==> config.mk <==
export PLATFORM = sky130hd
export DESIGN_NAME = pipe_ctrl
export DESIGN_NICKNAME = d
export VERILOG_FILES = /design/src/rtl/pipe_ctrl.sv
export SDC_FILE = /design/constraint.sdc
export NUM_CORES = 1
export LEC_CHECK = 0
export CORE_ASPECT_RATIO = 1.4
export CORE_UTILIZATION = 50
export DETAILED_ROUTE_END_ITERATION = 16
export PLACE_DENSITY = 0.79
export SETUP_SLACK_MARGIN = 0.15
export SLEW_MARGIN = 10
export SYNTH_ARGS = -nofsm -noshare
export SYNTH_HDL_FRONTEND = slang
export SYNTH_SLANG_ARGS = --single-unit
==> constraint.sdc <==
create_clock -name clk -period 3 [get_ports clk]
set_input_delay 0.3 -clock clk [delete_from_list [all_inputs] [get_ports clk]]
set_output_delay 0.3 -clock clk [all_outputs]
set_load 0.03 [all_outputs]
==> src/rtl/pipe_ctrl.sv <==
// Pipeline hazard/stall controller: arbitrates LSU wait, control-flow redirect and
// load-use hazards into the stall/bubble controls of regF..regW.
//
// state    | meaning
// ---------+-------------------------------------------------------------
// RUN      | normal flow; redirect and load-use hazards are detected here
// LSU_WAIT | memory stage waiting on the LSU; F/D/E/M held, W bubbled
// FLUSH    | post-redirect IFU shadow; regD bubbled until flush_cnt hits 0
module pipe_ctrl #(
   parameter int FLUSH_CYCLES = 1,
   parameter int LSU_TIMEOUT  = 1024
) (
   input  logic        clk,
   input  logic        rst,
   input  logic [4:0]  decode_i_rs1,
   input  logic [4:0]  decode_i_rs2,
   input  logic        decode_i_use_rs1,
   input  logic        decode_i_use_rs2,
   input  logic [4:0]  regE_i_wb_rd,
   input  logic        regE_i_is_load,
   input  logic        ex_i_redirect,
   input  logic        mem_i_req,
   input  logic        mem_i_done,
   output logic        ctrl_o_regF_stall,
   output logic        ctrl_o_regD_stall,
   output logic        ctrl_o_regD_bubble,
   output logic        ctrl_o_regE_stall,
   output logic        ctrl_o_regE_bubble,
   output logic        ctrl_o_regM_stall,
   output logic        ctrl_o_regW_bubble,
   output logic [31:0] ctrl_o_stall_cnt,
   output logic        ctrl_o_lsu_timeout
);

   localparam int WAIT_W = $clog2(LSU_TIMEOUT) + 1;
   localparam logic [WAIT_W-1:0] WAIT_TC    = WAIT_W'(LSU_TIMEOUT);
   localparam logic [3:0]        FLUSH_INIT = (FLUSH_CYCLES > 0) ? 4'(FLUSH_CYCLES - 1) : 4'd0;
   localparam logic              HAS_FLUSH  = (FLUSH_CYCLES > 0);

   typedef enum logic [1:0] {
      ST_RUN      = 2'd0,
      ST_LSU_WAIT = 2'd1,
      ST_FLUSH    = 2'd2
   } state_t;

   state_t            state_q, state_d;
   logic [3:0]        flush_cnt_q, flush_cnt_d;
   logic [WAIT_W-1:0] wait_cnt_q, wait_cnt_d;
   logic [31:0]       stall_cnt_q, stall_cnt_d;
   logic              timeout_q, timeout_d;

   logic              rs1_hit, rs2_hit, load_use, lsu_stall, redirect;
   logic [WAIT_W-1:0] wait_inc;
   logic              f_stall, d_stall, d_bubble, e_stall, e_bubble, m_stall, w_bubble;

   always_comb begin
      rs1_hit   = decode_i_use_rs1 && (decode_i_rs1 == regE_i_wb_rd);
      rs2_hit   = decode_i_use_rs2 && (decode_i_rs2 == regE_i_wb_rd);
      load_use  = (state_q == ST_RUN) && regE_i_is_load && (regE_i_wb_rd != 5'd0)
                  && (rs1_hit || rs2_hit);
      // In LSU_WAIT only the done pulse releases; req may already have dropped.
      lsu_stall = (state_q == ST_LSU_WAIT) ? !mem_i_done : (mem_i_req && !mem_i_done);
      redirect  = !lsu_stall && ex_i_redirect;
      wait_inc  = (wait_cnt_q == WAIT_TC) ? wait_cnt_q : wait_cnt_q + WAIT_W'(1);
   end

   always_comb begin
      state_d     = state_q;
      flush_cnt_d = flush_cnt_q;
      wait_cnt_d  = wait_cnt_q;
      f_stall     = 1'b0;
      d_stall     = 1'b0;
      d_bubble    = 1'b0;
      e_stall     = 1'b0;
      e_bubble    = 1'b0;
      m_stall     = 1'b0;
      w_bubble    = 1'b0;

      if (lsu_stall) begin
         f_stall  = 1'b1;
         d_stall  = 1'b1;
         e_stall  = 1'b1;
         m_stall  = 1'b1;
         w_bubble = 1'b1;
         if (state_q == ST_LSU_WAIT) begin
            wait_cnt_d = wait_inc;
         end else begin
            state_d    = ST_LSU_WAIT;
            wait_cnt_d = '0;
         end
      end else begin
         if (state_q == ST_LSU_WAIT) begin
            state_d    = ST_RUN;
            wait_cnt_d = wait_inc;
         end
         if (redirect) begin
            d_bubble = 1'b1;
            e_bubble = 1'b1;
            if (HAS_FLUSH) begin
               state_d     = ST_FLUSH;
               flush_cnt_d = FLUSH_INIT;
            end else begin
               state_d = ST_RUN;
            end
         end else if (state_q == ST_FLUSH) begin
            d_bubble = 1'b1;
            if (flush_cnt_q == 4'd0) begin
               state_d = ST_RUN;
            end else begin
               flush_cnt_d = flush_cnt_q - 4'd1;
            end
         end else if (load_use) begin
            f_stall  = 1'b1;
            d_stall  = 1'b1;
            e_bubble = 1'b1;
         end
      end
   end

   always_comb begin
      stall_cnt_d = stall_cnt_q + {31'd0, f_stall};
      timeout_d   = timeout_q || ((state_q == ST_LSU_WAIT) && (wait_cnt_d == WAIT_TC));
   end

   always_ff @(posedge clk) begin
      if (rst) begin
         state_q     <= ST_RUN;
         flush_cnt_q <= 4'd0;
         wait_cnt_q  <= '0;
         stall_cnt_q <= 32'd0;
         timeout_q   <= 1'b0;
      end else begin
         state_q     <= state_d;
         flush_cnt_q <= flush_cnt_d;
         wait_cnt_q  <= wait_cnt_d;
         stall_cnt_q <= stall_cnt_d;
         timeout_q   <= timeout_d;
      end
   end

   // Reset forces NOPs into every bubbled register and releases every hold.
   always_comb begin
      ctrl_o_regF_stall  = !rst && f_stall;
      ctrl_o_regD_stall  = !rst && d_stall;
      ctrl_o_regD_bubble = rst  || d_bubble;
      ctrl_o_regE_stall  = !rst && e_stall;
      ctrl_o_regE_bubble = rst  || e_bubble;
      ctrl_o_regM_stall  = !rst && m_stall;
      ctrl_o_regW_bubble = rst  || w_bubble;
      ctrl_o_stall_cnt   = stall_cnt_q;
      ctrl_o_lsu_timeout = timeout_q;
   end

endmodule

==> impl_metrics.py <==
metrics = {
    "final_layout": {
        "nets": 427,
        "finalNonFillerCells": 467,
        "layout-drive-gt1-share": 0.0877,
        "final_common_cell": "clkdlybuf4s50_1",
        "antenna_cells": 0,
        "mostFrequentLayoutCells": "clkdlybuf4s50_1 (58), dfxtp_1 (50), nor2_1 (46), xnor2_1 (29), nand2_1 (22)",
        "areaGrowthSynthToFinish_pct": 26.7,
    },
    "power": {
        "cellPowerDensity_mw_per_mm2": 339,
        "peakVddDrop_v": 0.000284,
        "p_total_mw": 1.21,
        "power_leakage_nw": 1.21,
    },
    "yosys": {
        "async_reset_ff_frac": 0,
        "syn_inst": 343,
        "synthFlopType": "dfxtp_1",
        "synth_compound_area_frac": 0.135,
        "yosysUniqueCellTypes": 52,
        "synth_edf_count": 0,
        "syn_area_mm2": 0.00283,
        "syn_nets": 372,
        "syn_avg_cell_area_um2": 8.24,
        "synth_xor_xnor_area_share": 0.124,
        "synthSimpleGateAreaFrac": 0.314,
        "synth_seq_cells": 50,
        "ys_warn_count": 0,
        "synthMuxAreaShare": 0,
        "synth_top_family_by_area": "simple AND/OR/NAND/NOR gates",
        "ys_seq_area_frac": 0.354,
        "synth_fa_ha_area_frac": 0.0266,
    },
    "route": {
        "routed_wirelength_um": 6500,
        "wl_per_cell_um": 13.9,
        "first_pass_iters": 4,
        "via_count": 2622,
        "drc": 0,
        "via_per_inst": 5.61,
        "drt_iter0_drc": 146,
        "drtAntennaViolNets": 0,
    },
    "clocking": {
        "hold_buffers": 0,
        "clkSinkCount": 50,
        "cts_buffer_depth": 2,
        "cts-htree-levels": 2,
        "clkLatencyLatePin_ns": 0.31,
        "cts_resized": 2,
        "clockRootBuffer": "clkbuf_8",
        "cts_made_buffers": 5,
        "clkTransAtPathRegs_ns": 0.10,
        "cts_setup_buffers": 0,
        "cts_tree": "built",
    },
    "die": {
        "die_h_um": 90.9,
        "initial_core_util": 0.515,
        "rows": 32,
        "die_w_um": 65.5,
        "io_pins": 63,
        "coreArea_mm2": 0.00549,
        "die-area_mm2": 0.00596,
    },
    "critical_path": {
        "critical_path_required_ns": 3.19,
        "cp-end-kind": "register",
        "r2r_cells": 10,
        "worstSetupStartpoint": "regE_i_wb_rd[0]",
        "critPathKind": "in2reg",
        "startpoint_type": "input pin",
        "crit_fanout": 4,
        "reg2reg_to": "ctrl_o_stall_cnt[10]",
        "cp-endpoint": "ctrl_o_stall_cnt[10]",
        "r2r_slack_ns": 0.56,
        "reg2reg_from": "state_q[0]",
        "worst_ep_arrival_time_ns": 2.81,
    },
    "sta": {
        "fin_skew_ns": 0.0109,
        "max_slew_margin": 0.534,
        "hold_viol_final": 0,
        "period_needed_ns": 2.62,
        "hold_slack_ns": 0.324,
        "worst_slew_pin_slew_ns": 0.698,
        "fin_crit_sh": 0.874,
        "rsz0062_at_grt": "yes",
        "fmax_mhz": 381,
        "slew_violations": 0,
        "finalSetupViolCount": 0,
    },
    "place": {
        "place_inst": 459,
        "portBuffers": 62,
        "hpwl_um": 4770,
        "place_congestion": 0.845,
    },
    "job": {
        "cap_violations": 0,
    },
    "grt": {
        "antenna_found_initial": 0,
        "first_global_vias": 2574,
        "grt_max_degree": 40,
        "grt_usage": 0.236,
        "grt_overflow": 0,
        "grt_pass1_wl_um": 11200,
    },
    "status": {
        "outcome": "finished clean",
    },
    "worst_hold_path": {
        "hold_class": "in2reg",
    },
}
## power by group
part           internal (mW)  leakage, nW  switching, mW
Clock                  0.164       0.0441          0.234
Sequential             0.668        0.403        0.00812
Combinational         0.0680        0.762         0.0716
Total                  0.900         1.21          0.314
## critical path, stage by stage
cell,delay (ns)
clkdlybuf4s50_1,0.46
or4_1,0.54
nor2_1,0.14
nor4b_2,0.08
nand3b_1,0.14
nand2_1,0.09
ha_1,0.24
ha_1,0.21
buf_4,0.15
and3_1,0.17
nand4_1,0.11
xor2_1,0.15
nor2_1,0.05
## cell type report
| class | count | area (um^2) |
|---|---|---|
| Sequential cell | 50 | 1000 |
| Tap cell | 68 | 85.1 |
| Clock inverter | 3 | 21.3 |
| Multi-Input combinational cell | 264 | 1710 |
| Inverter | 9 | 33.8 |
| Clock buffer | 5 | 68.8 |
| Timing Repair Buffer | 68 | 661 |
| Fill cell | 489 | 1900 |
## stage by stage
step	worst slack [ns]	setup TNS (ns)	instance area, um^2	util
finish	0.378	0	3580	0.653
detailed placement	-0.0802	-0.263	3470	0.633
floorplan	0.691	0	2830	-
CTS	0.247	0	3560	0.649
global route	0.111	0	3580	0.653
global placement	0.105	0	3470	0.633
## cell families after synthesis
group / Yosys count
simple gates: 161
compound gates: 57
flops: 50
xor+xnor: 40
buf+inv: 29
fa+ha+maj: 6
## state kept, by name, indices dropped and copies added (netlist names)
| signal | count |
|---|---|
| flush_cnt_q | 4 |
| wait_cnt_q | 11 |
| state_q | 2 |
| ctrl_o_lsu_timeout | 1 |
| ctrl_o_stall_cnt | 32 |
## synthesized netlist by cell type (3+ instances only)
cell      number  area share
a211oi_1       5       0.013
a21o_1         4       0.011
a21oi_1       21       0.037
and2_1         5       0.011
and3_1         4      0.0089
and4_1         5       0.015
buf_2          7       0.012
clkbuf_1       9       0.012
dfxtp_1       50        0.35
ha_1           6       0.027
inv_1          9       0.012
nand2_1       22       0.029
nand2b_1       6       0.013
nand3_1       13       0.023
nand3b_1       3      0.0080
nand4_1        7       0.015
nor2_1        46       0.061
nor2b_1        7       0.015
nor3_1         6       0.011
nor4_1        12       0.027
o21ai_0       11       0.019
or2_2          3      0.0066
or3_1          7       0.015
xnor2_1       29       0.090
xor2_1        11       0.034
## routing by layer
metal	up-vias	share of wire	wire length, um	GRT usage
li1	1315	-	-	-
met1	1232	0.41	2670	0.268
met2	62	0.53	3470	0.418
met3	13	0.033	215	0.0377
met5	-	0	0	0
met4	0	0.023	147	0.107
## worst min-delay path by stage
stage,start,depth (start not counted),endpoint
3_3_place_gp,ctrl_o_lsu_timeout,2,ctrl_o_lsu_timeout
3_5_place_dp,ctrl_o_lsu_timeout,2,ctrl_o_lsu_timeout
2_1_floorplan,flush_cnt_q[3],2,flush_cnt_q[3]
5_1_grt,rst,2,ctrl_o_stall_cnt[29]
4_1_cts,rst,2,ctrl_o_stall_cnt[25]
6_report,rst,2,ctrl_o_stall_cnt[25]
(Power assumes the default switching activity.)
